<file path="src/rtl/if_fetch.sv">
// if_fetch -- instruction-fetch stage of the 5-stage MIPS pipeline.
//
// Owns the PC and drives the instruction SRAM request. The SRAM has a
// one-cycle read latency, so decode registers if_to_id_bus on the same edge
// that the SRAM returns the data for that PC.
//
// Ports:
//   clk              rising-edge clock
//   rst              synchronous, active-high reset
//   stall[5:0]       pipeline stall vector; only stall[0] (PC/IF stop) is used
//   br_bus[32:0]     {br_e, br_addr} redirect from decode (combinational)
//   if_to_id_bus     {ce_reg, pc_reg} to decode
//   inst_sram_*      instruction SRAM request (read-only: wen/wdata are zero)
//   fetch_cnt, stall_cnt, redirect_cnt
//                    saturating performance counters, present only when the
//                    macro IF_PERF_CNT_EN is defined
//
// A redirect that arrives while fetch is stalled is parked in pend_v/pend_addr
// and applied on the first un-stalled edge. A live redirect on that edge takes
// priority and the parked one is dropped.

`ifndef StallBus
`define StallBus 6
`endif
`ifndef BR_WD
`define BR_WD 33
`endif
`ifndef IF_TO_ID_WD
`define IF_TO_ID_WD 33
`endif
`ifndef Stop
`define Stop 1'b1
`endif
`ifndef NoStop
`define NoStop 1'b0
`endif

module if_fetch #(
  parameter logic [31:0] RESET_VECTOR = 32'hbfc0_0000,
  parameter int          CNT_W        = 32
) (
  input  logic                    clk,
  input  logic                    rst,
  input  logic [`StallBus-1:0]    stall,
  input  logic [`BR_WD-1:0]       br_bus,
  output logic [`IF_TO_ID_WD-1:0] if_to_id_bus,
  output logic                    inst_sram_en,
  output logic [3:0]              inst_sram_wen,
  output logic [31:0]             inst_sram_addr,
  output logic [31:0]             inst_sram_wdata
`ifdef IF_PERF_CNT_EN
  ,
  output logic [CNT_W-1:0]        fetch_cnt,
  output logic [CNT_W-1:0]        stall_cnt,
  output logic [CNT_W-1:0]        redirect_cnt
`endif
);

  logic        br_e;
  logic [31:0] br_addr;
  logic [31:0] pc_reg;
  logic        ce_reg;
  logic        pend_v;
  logic [31:0] pend_addr;
  logic [31:0] next_pc;
  logic        stop;

  assign br_e    = br_bus[32];
  assign br_addr = br_bus[31:0];
  assign stop    = (stall[0] == `Stop);

  // Live redirect beats a parked one, which beats sequential fetch.
  always_comb begin
    next_pc = pc_reg + 32'd4;
    if (br_e)        next_pc = br_addr;
    else if (pend_v) next_pc = pend_addr;
  end

  always_ff @(posedge clk) begin
    if (rst) begin
      pc_reg    <= RESET_VECTOR - 32'd4;
      ce_reg    <= 1'b0;
      pend_v    <= 1'b0;
      pend_addr <= 32'd0;
    end else begin
      // ce rises on the first edge out of reset and then only ever holds at 1.
      ce_reg <= 1'b1;
      if (!stop) begin
        pc_reg <= next_pc;
        pend_v <= 1'b0;
      end else if (br_e) begin
        // Last redirect seen while frozen wins.
        pend_v    <= 1'b1;
        pend_addr <= br_addr;
      end
    end
  end

  // All outputs come straight from registers; br_bus never reaches a port.
  assign if_to_id_bus    = {ce_reg, pc_reg};
  assign inst_sram_en    = ce_reg;
  assign inst_sram_wen   = 4'b0000;
  assign inst_sram_addr  = pc_reg;
  assign inst_sram_wdata = 32'd0;

`ifdef IF_PERF_CNT_EN
  localparam logic [CNT_W-1:0] CNT_MAX = '1;
  localparam logic [CNT_W-1:0] CNT_ONE = CNT_W'(1);

  always_ff @(posedge clk) begin
    if (rst) begin
      fetch_cnt    <= '0;
      stall_cnt    <= '0;
      redirect_cnt <= '0;
    end else begin
      if (ce_reg && !stop && fetch_cnt != CNT_MAX)
        fetch_cnt <= fetch_cnt + CNT_ONE;
      if (ce_reg && stop && stall_cnt != CNT_MAX)
        stall_cnt <= stall_cnt + CNT_ONE;
      // Counts every edge on which the PC takes a redirect target.
      if (!stop && (br_e || pend_v) && redirect_cnt != CNT_MAX)
        redirect_cnt <= redirect_cnt + CNT_ONE;
    end
  end
`endif

endmodule
</file>
<file path="config.mk">
export PLATFORM = sky130hd
export DESIGN_NAME = if_fetch
export DESIGN_NICKNAME = d
export VERILOG_FILES = /design/src/rtl/if_fetch.sv
export SDC_FILE = /design/constraint.sdc
export NUM_CORES = 1
export LEC_CHECK = 0
export BUFFER_PORTS_ARGS = -buffer_cell sky130_fd_sc_hd__buf_4
export CAP_MARGIN = 20
export CORE_MARGIN = 5
export CORE_UTILIZATION = 30
export CTS_BUF_LIST = sky130_fd_sc_hd__clkbuf_8
export CTS_CLUSTER_SIZE = 12
export DETAILED_ROUTE_END_ITERATION = 7
export PLACE_DENSITY = 0.63
export SYNTH_ARGS = -nofsm -noshare
export SYNTH_HDL_FRONTEND = slang
export SYNTH_SLANG_ARGS = --single-unit
</file>
<file path="constraint.sdc">
create_clock -name clk -period 2.9 [get_ports clk]
set_input_delay 0.29 -clock clk [delete_from_list [all_inputs] [get_ports clk]]
set_output_delay 0.29 -clock clk [all_outputs]
set_load 0.05 [all_outputs]
</file>
Yosys cells after proc, flatten, opt, wreduce, memory -nomap -nowiden
Index checks and enable logic that the tools add are counted.
{"block": "word_totals", "regBits": 66, "latchBits": 0, "ram_bits": 0, "rom_bits": 0, "in_bits": 41, "elab_cells": 11, "memories": 0}
{"block": "op_classes", "n_addsub": 1, "multipliers": 0, "div_mod_pow": 0, "order_cmp": 0, "eq_ne": 0, "shift": 0, "muxes": 3, "n_bitwise": 1, "n_reduce_logical": 2}
{"cell": "$mux W32", "count": 2}
{"cell": "$add A32 B3 Y32 const B", "count": 1}
{"cell": "$reduce_and A2 Y1", "count": 1}
{"cell": "$reduce_or A2 Y1", "count": 1}
{"cell": "$mux W1", "count": 1}
{"cell": "$not A1 Y1", "count": 1}

Logic depth before layout (Yosys ltp)
{"block": "logic_depth", "ltp_word": 3, "depth_mapped": 8, "mapped_depth_nobuf": 6}

Least setup slack after synthesis
OpenSTA, ideal clock, no wires.
{"block": "synth_timing", "kind": "reg-to-reg", "start": "register pc_reg[2] (netlist: inst_sram_addr[2])", "end": "register pc_reg[30] (netlist: inst_sram_addr[30])", "setup_ps": 120, "arrival_time_ps": 2322, "required_time_ps": 2780, "slack_ps": 459, "stages_incl_launch_ff": 8, "n_path_buf": 1, "cell_sequence": "dfxtp_1 ha_1 and3_1 buf_6 nand3_4 or4_4 and3_4 o31a_1"}
{"block": "synth_between", "elab_chain_cells": 3}
{"item": "from (decl)", "line": "61", "rtl": "logic [31:0] pc_reg;"}
{"item": "from (signal assigned)", "line": "81", "rtl": "pc_reg <= RESET_VECTOR - 32'd4;"}
{"item": "from (signal assigned)", "line": "89", "rtl": "pc_reg <= next_pc;"}
{"item": "$add A32 B3 Y32", "line": "74", "rtl": "next_pc = pc_reg + 32'd4;"}
{"item": "$mux W32", "line": "76", "rtl": "else if (pend_v) next_pc = pend_addr;"}
{"item": "$mux W32", "line": "75", "rtl": "if (br_e) next_pc = br_addr;"}
Every way passes these cells.
A chain may end at the register's enable or synchronous reset.

Worst setup path after layout
Same ends and word-level chain as after synthesis.

==> flow_summary.json <==
{
  "die_area_um2": 15100,
  "fmax_mhz": 424,
  "clkPwrFrac": 0.315,
  "powerDensity_nw_per_um2": 622,
  "met1_usage": 0.192,
  "p_leak_uw": 0.00191,
  "worst_pin_slew_ns": 0.653,
  "die_h_um": 123,
  "layout-drive-gt1-share": 0.238,
  "global_route.usage.met2": 0.241,
  "syn_to_final_growth_pct": 18.9,
  "hold_depth": 3,
  "cp-end-kind": "flop",
  "max_stage_delay_ns": 0.55,
  "grt_pass1_vias": 3395,
  "fin_crit_ns": 2.36,
  "ys_top_cells_by_area": "dfxtp_1 34%, buf_4 14%, a21oi_1 9.7%",
  "final_common_cell": "buf_4",
  "htreeDepth": 3,
  "critical_path_required_ns": 3.13,
  "grt.total_usage": 0.148,
  "r2r_slack_ns": 0.54,
  "cts_tree": "yes",
  "p_total_uw": 2840,
  "combPwrFrac": 0.315,
  "postCtsSetupBuffers": 0,
  "p_switching_uw": 1070,
  "nFillCells": 1308,
  "peakVddDrop_mv": 0.192,
  "rr_worst_depth": 6,
  "yosysUniqueCellTypes": 47,
  "drtPass1Iterations": 5,
  "grt_pass1_wl_mm": 17.5,
  "synth.avg_cell_area_um2": 7.55,
  "crit_chain": "ha_1, and3_1, nand3_4, or4_4, and3_4, o31a_1",
  "die_width_um": 123,
  "cp_max_fo": 8,
  "cts_buffers": 9,
  "drc": 0,
  "hold_viol_final": 0,
  "cts-resized-gates": 0,
  "numClockSinks": 66,
  "path_class": "flop to flop",
  "hold_buffers": 0,
  "ys_seq_area_frac": 0.345,
  "yosys_register_bits": 66,
  "p_int_uw": 1760,
  "dp_hpwl_mm": 8.46,
  "pin_count": 143,
  "synth_area_um2": 3830,
  "grt_util_met3": 0.0398,
  "start_util": 0.305,
  "clockBufferDepth": 2,
  "place_congestion": 0.845,
  "antenna_found_initial": 0,
  "p_seq_frac": 0.370,
  "post-route-period-util": 0.814,
  "wl_mm": 11.3,
  "p_sw_frac": 0.378,
  "placement.io_buffers": 101,
  "grt_overflow": 0,
  "vias_per_cell": 4.99,
  "yosysWarningCount": 0,
  "pre_cts_ws_ns": 0.576,
  "grt_busiest_layer": "met2",
  "routedWlPerCell_um": 15.3,
  "status": "finished, final reports clean",
  "core_area_um2": 12600,
  "timing.final.max_slew_violations": 0,
  "grt_max_degree": 45,
  "cp_slowest_cell": "or4_4",
  "worstPathArrival_ns": 2.59,
  "antenna_left": 0,
  "diodes": 0,
  "via_count": 3667,
  "fin_tns_setup_ns": 0,
  "path_clk_slew_ns": 0.07,
  "finalSetupViolCount": 0,
  "rsz0062_at_grt": "no",
  "dr.first_iter.drc_count": 335,
  "synth_top_area_cell": "dfxtp_1",
  "cts_root_buffer": "clkbuf_8",
  "fin_worst_skew_ns": 0.00874,
  "min_path_type": "input pin to flop",
  "yosys.area.top_type_share": 0.345,
  "setup_ws_ns": 0.540,
  "clock_latency_ns": 0.34,
  "rows": 41,
  "start_kind": "flop",
  "layout.nets": 602,
  "final_cell_mix": "108 x buf_4, 90 x nand2_1, 74 x a21oi_1",
  "maxCapViolCount": 0,
  "relSlewSlack": 0.563,
  "synthCells": 508
}
## cell usage after synthesis, drive strengths merged
master,number
o21bai,1
a31oi,3
clkbuf,30
o31ai,2
a22oi,3
nand2,90
dfxtp,66
nor2,27
mux2i,3
nand2b,5
o211ai,2
o41ai,2
xor2,1
nor2b,2
a2111o,1
o22a,4
a2bb2oi,8
or4,2
nand4,6
ha,1
a211oi,4
or2,2
a221oi,11
nor3,4
a21oi,74
and4,3
and2,2
conb,1
o21ai,22
nand3,18
o21a,1
and3,7
a221o,8
buf,72
and4b,1
nor4,6
o31a,1
inv,12
## path summary, 6_finish.rpt
kind / start / end
hold / removal: br_bus[28] / pend_addr[28]
setup / recovery: inst_sram_addr[2] / inst_sram_addr[30]
hold reg to reg: pend_addr[0] / pend_addr[0]
setup reg to reg: inst_sram_addr[2] / inst_sram_addr[30]
## registers in the layout, indices dropped and copies added (netlist names)
| register | cells |
|---|---|
| inst_sram_en | 1 |
| pend_v | 1 |
| pend_addr | 32 |
| inst_sram_addr | 32 |
## routing by layer
metal | part of all wire | vias up
li1 | - | 1779
met1 | 0.42 | 1729
met2 | 0.48 | 150
met3 | 0.090 | 9
met4 | 0.0090 | 0
met5 | 0 | -
## cells by family (layout without fill, tap and decap cells)
logic type / after synthesis / after routing / synth area share
compound gates: 147 / 147 / 0.239
other cells: 1 / 36 / 0.000978
flops: 66 / 66 / 0.345
buf+inv: 114 / 134 / 0.183
fa+ha+maj: 1 / 1 / 0.00326
simple gates: 175 / 175 / 0.219
xor+xnor: 1 / 1 / 0.00228
mux: 3 / 3 / 0.00783
## area by class of cell
cell class	instances	area [um2]	share of cell area
Inverter	12	45.0	0.00988
Multi-Input combinational cell	363	1940	0.426
Sequential cell	66	1320	0.290
Clock inverter	2	60.1	0.0132
Clock buffer	12	165	0.0362
Tap cell	172	215	0.0472
Timing Repair Buffer	108	811	0.178
## metrics by stage
stage,utilization,hold WS [ns],instance area [um2],std cells
3_5_place_dp,0.345,0.443,4340,721
5_1_grt,0.363,0.192,4560,735
4_1_cts,0.363,0.189,4560,735
6_report,0.363,0.200,4560,735
2_1_floorplan,-,0.426,3970,543
3_3_place_gp,0.345,0.438,4340,721
## worst max-delay path: cells and delay by family, from the launching register on
| family | cells | cell delay (ns) |
|---|---|---|
| AND/OR/NAND/NOR | 4 | 1.21 |
| flip-flops | 1 | 0.49 |
| adder cells (fa/ha/maj) | 1 | 0.27 |
| AO/OA/AOI/OAI | 1 | 0.27 |
## power groups by stage
stage	sequential [uW]	clock, uW	combinational (uW)
after CTS	1050	906	895
after global placement	1070	0	887
after global routing	1060	955	951
after floorplan	1180	0	620
after detailed placement	1070	0	894
final	1050	892	894
No activity file was read; power rests on OpenSTA's default activity.
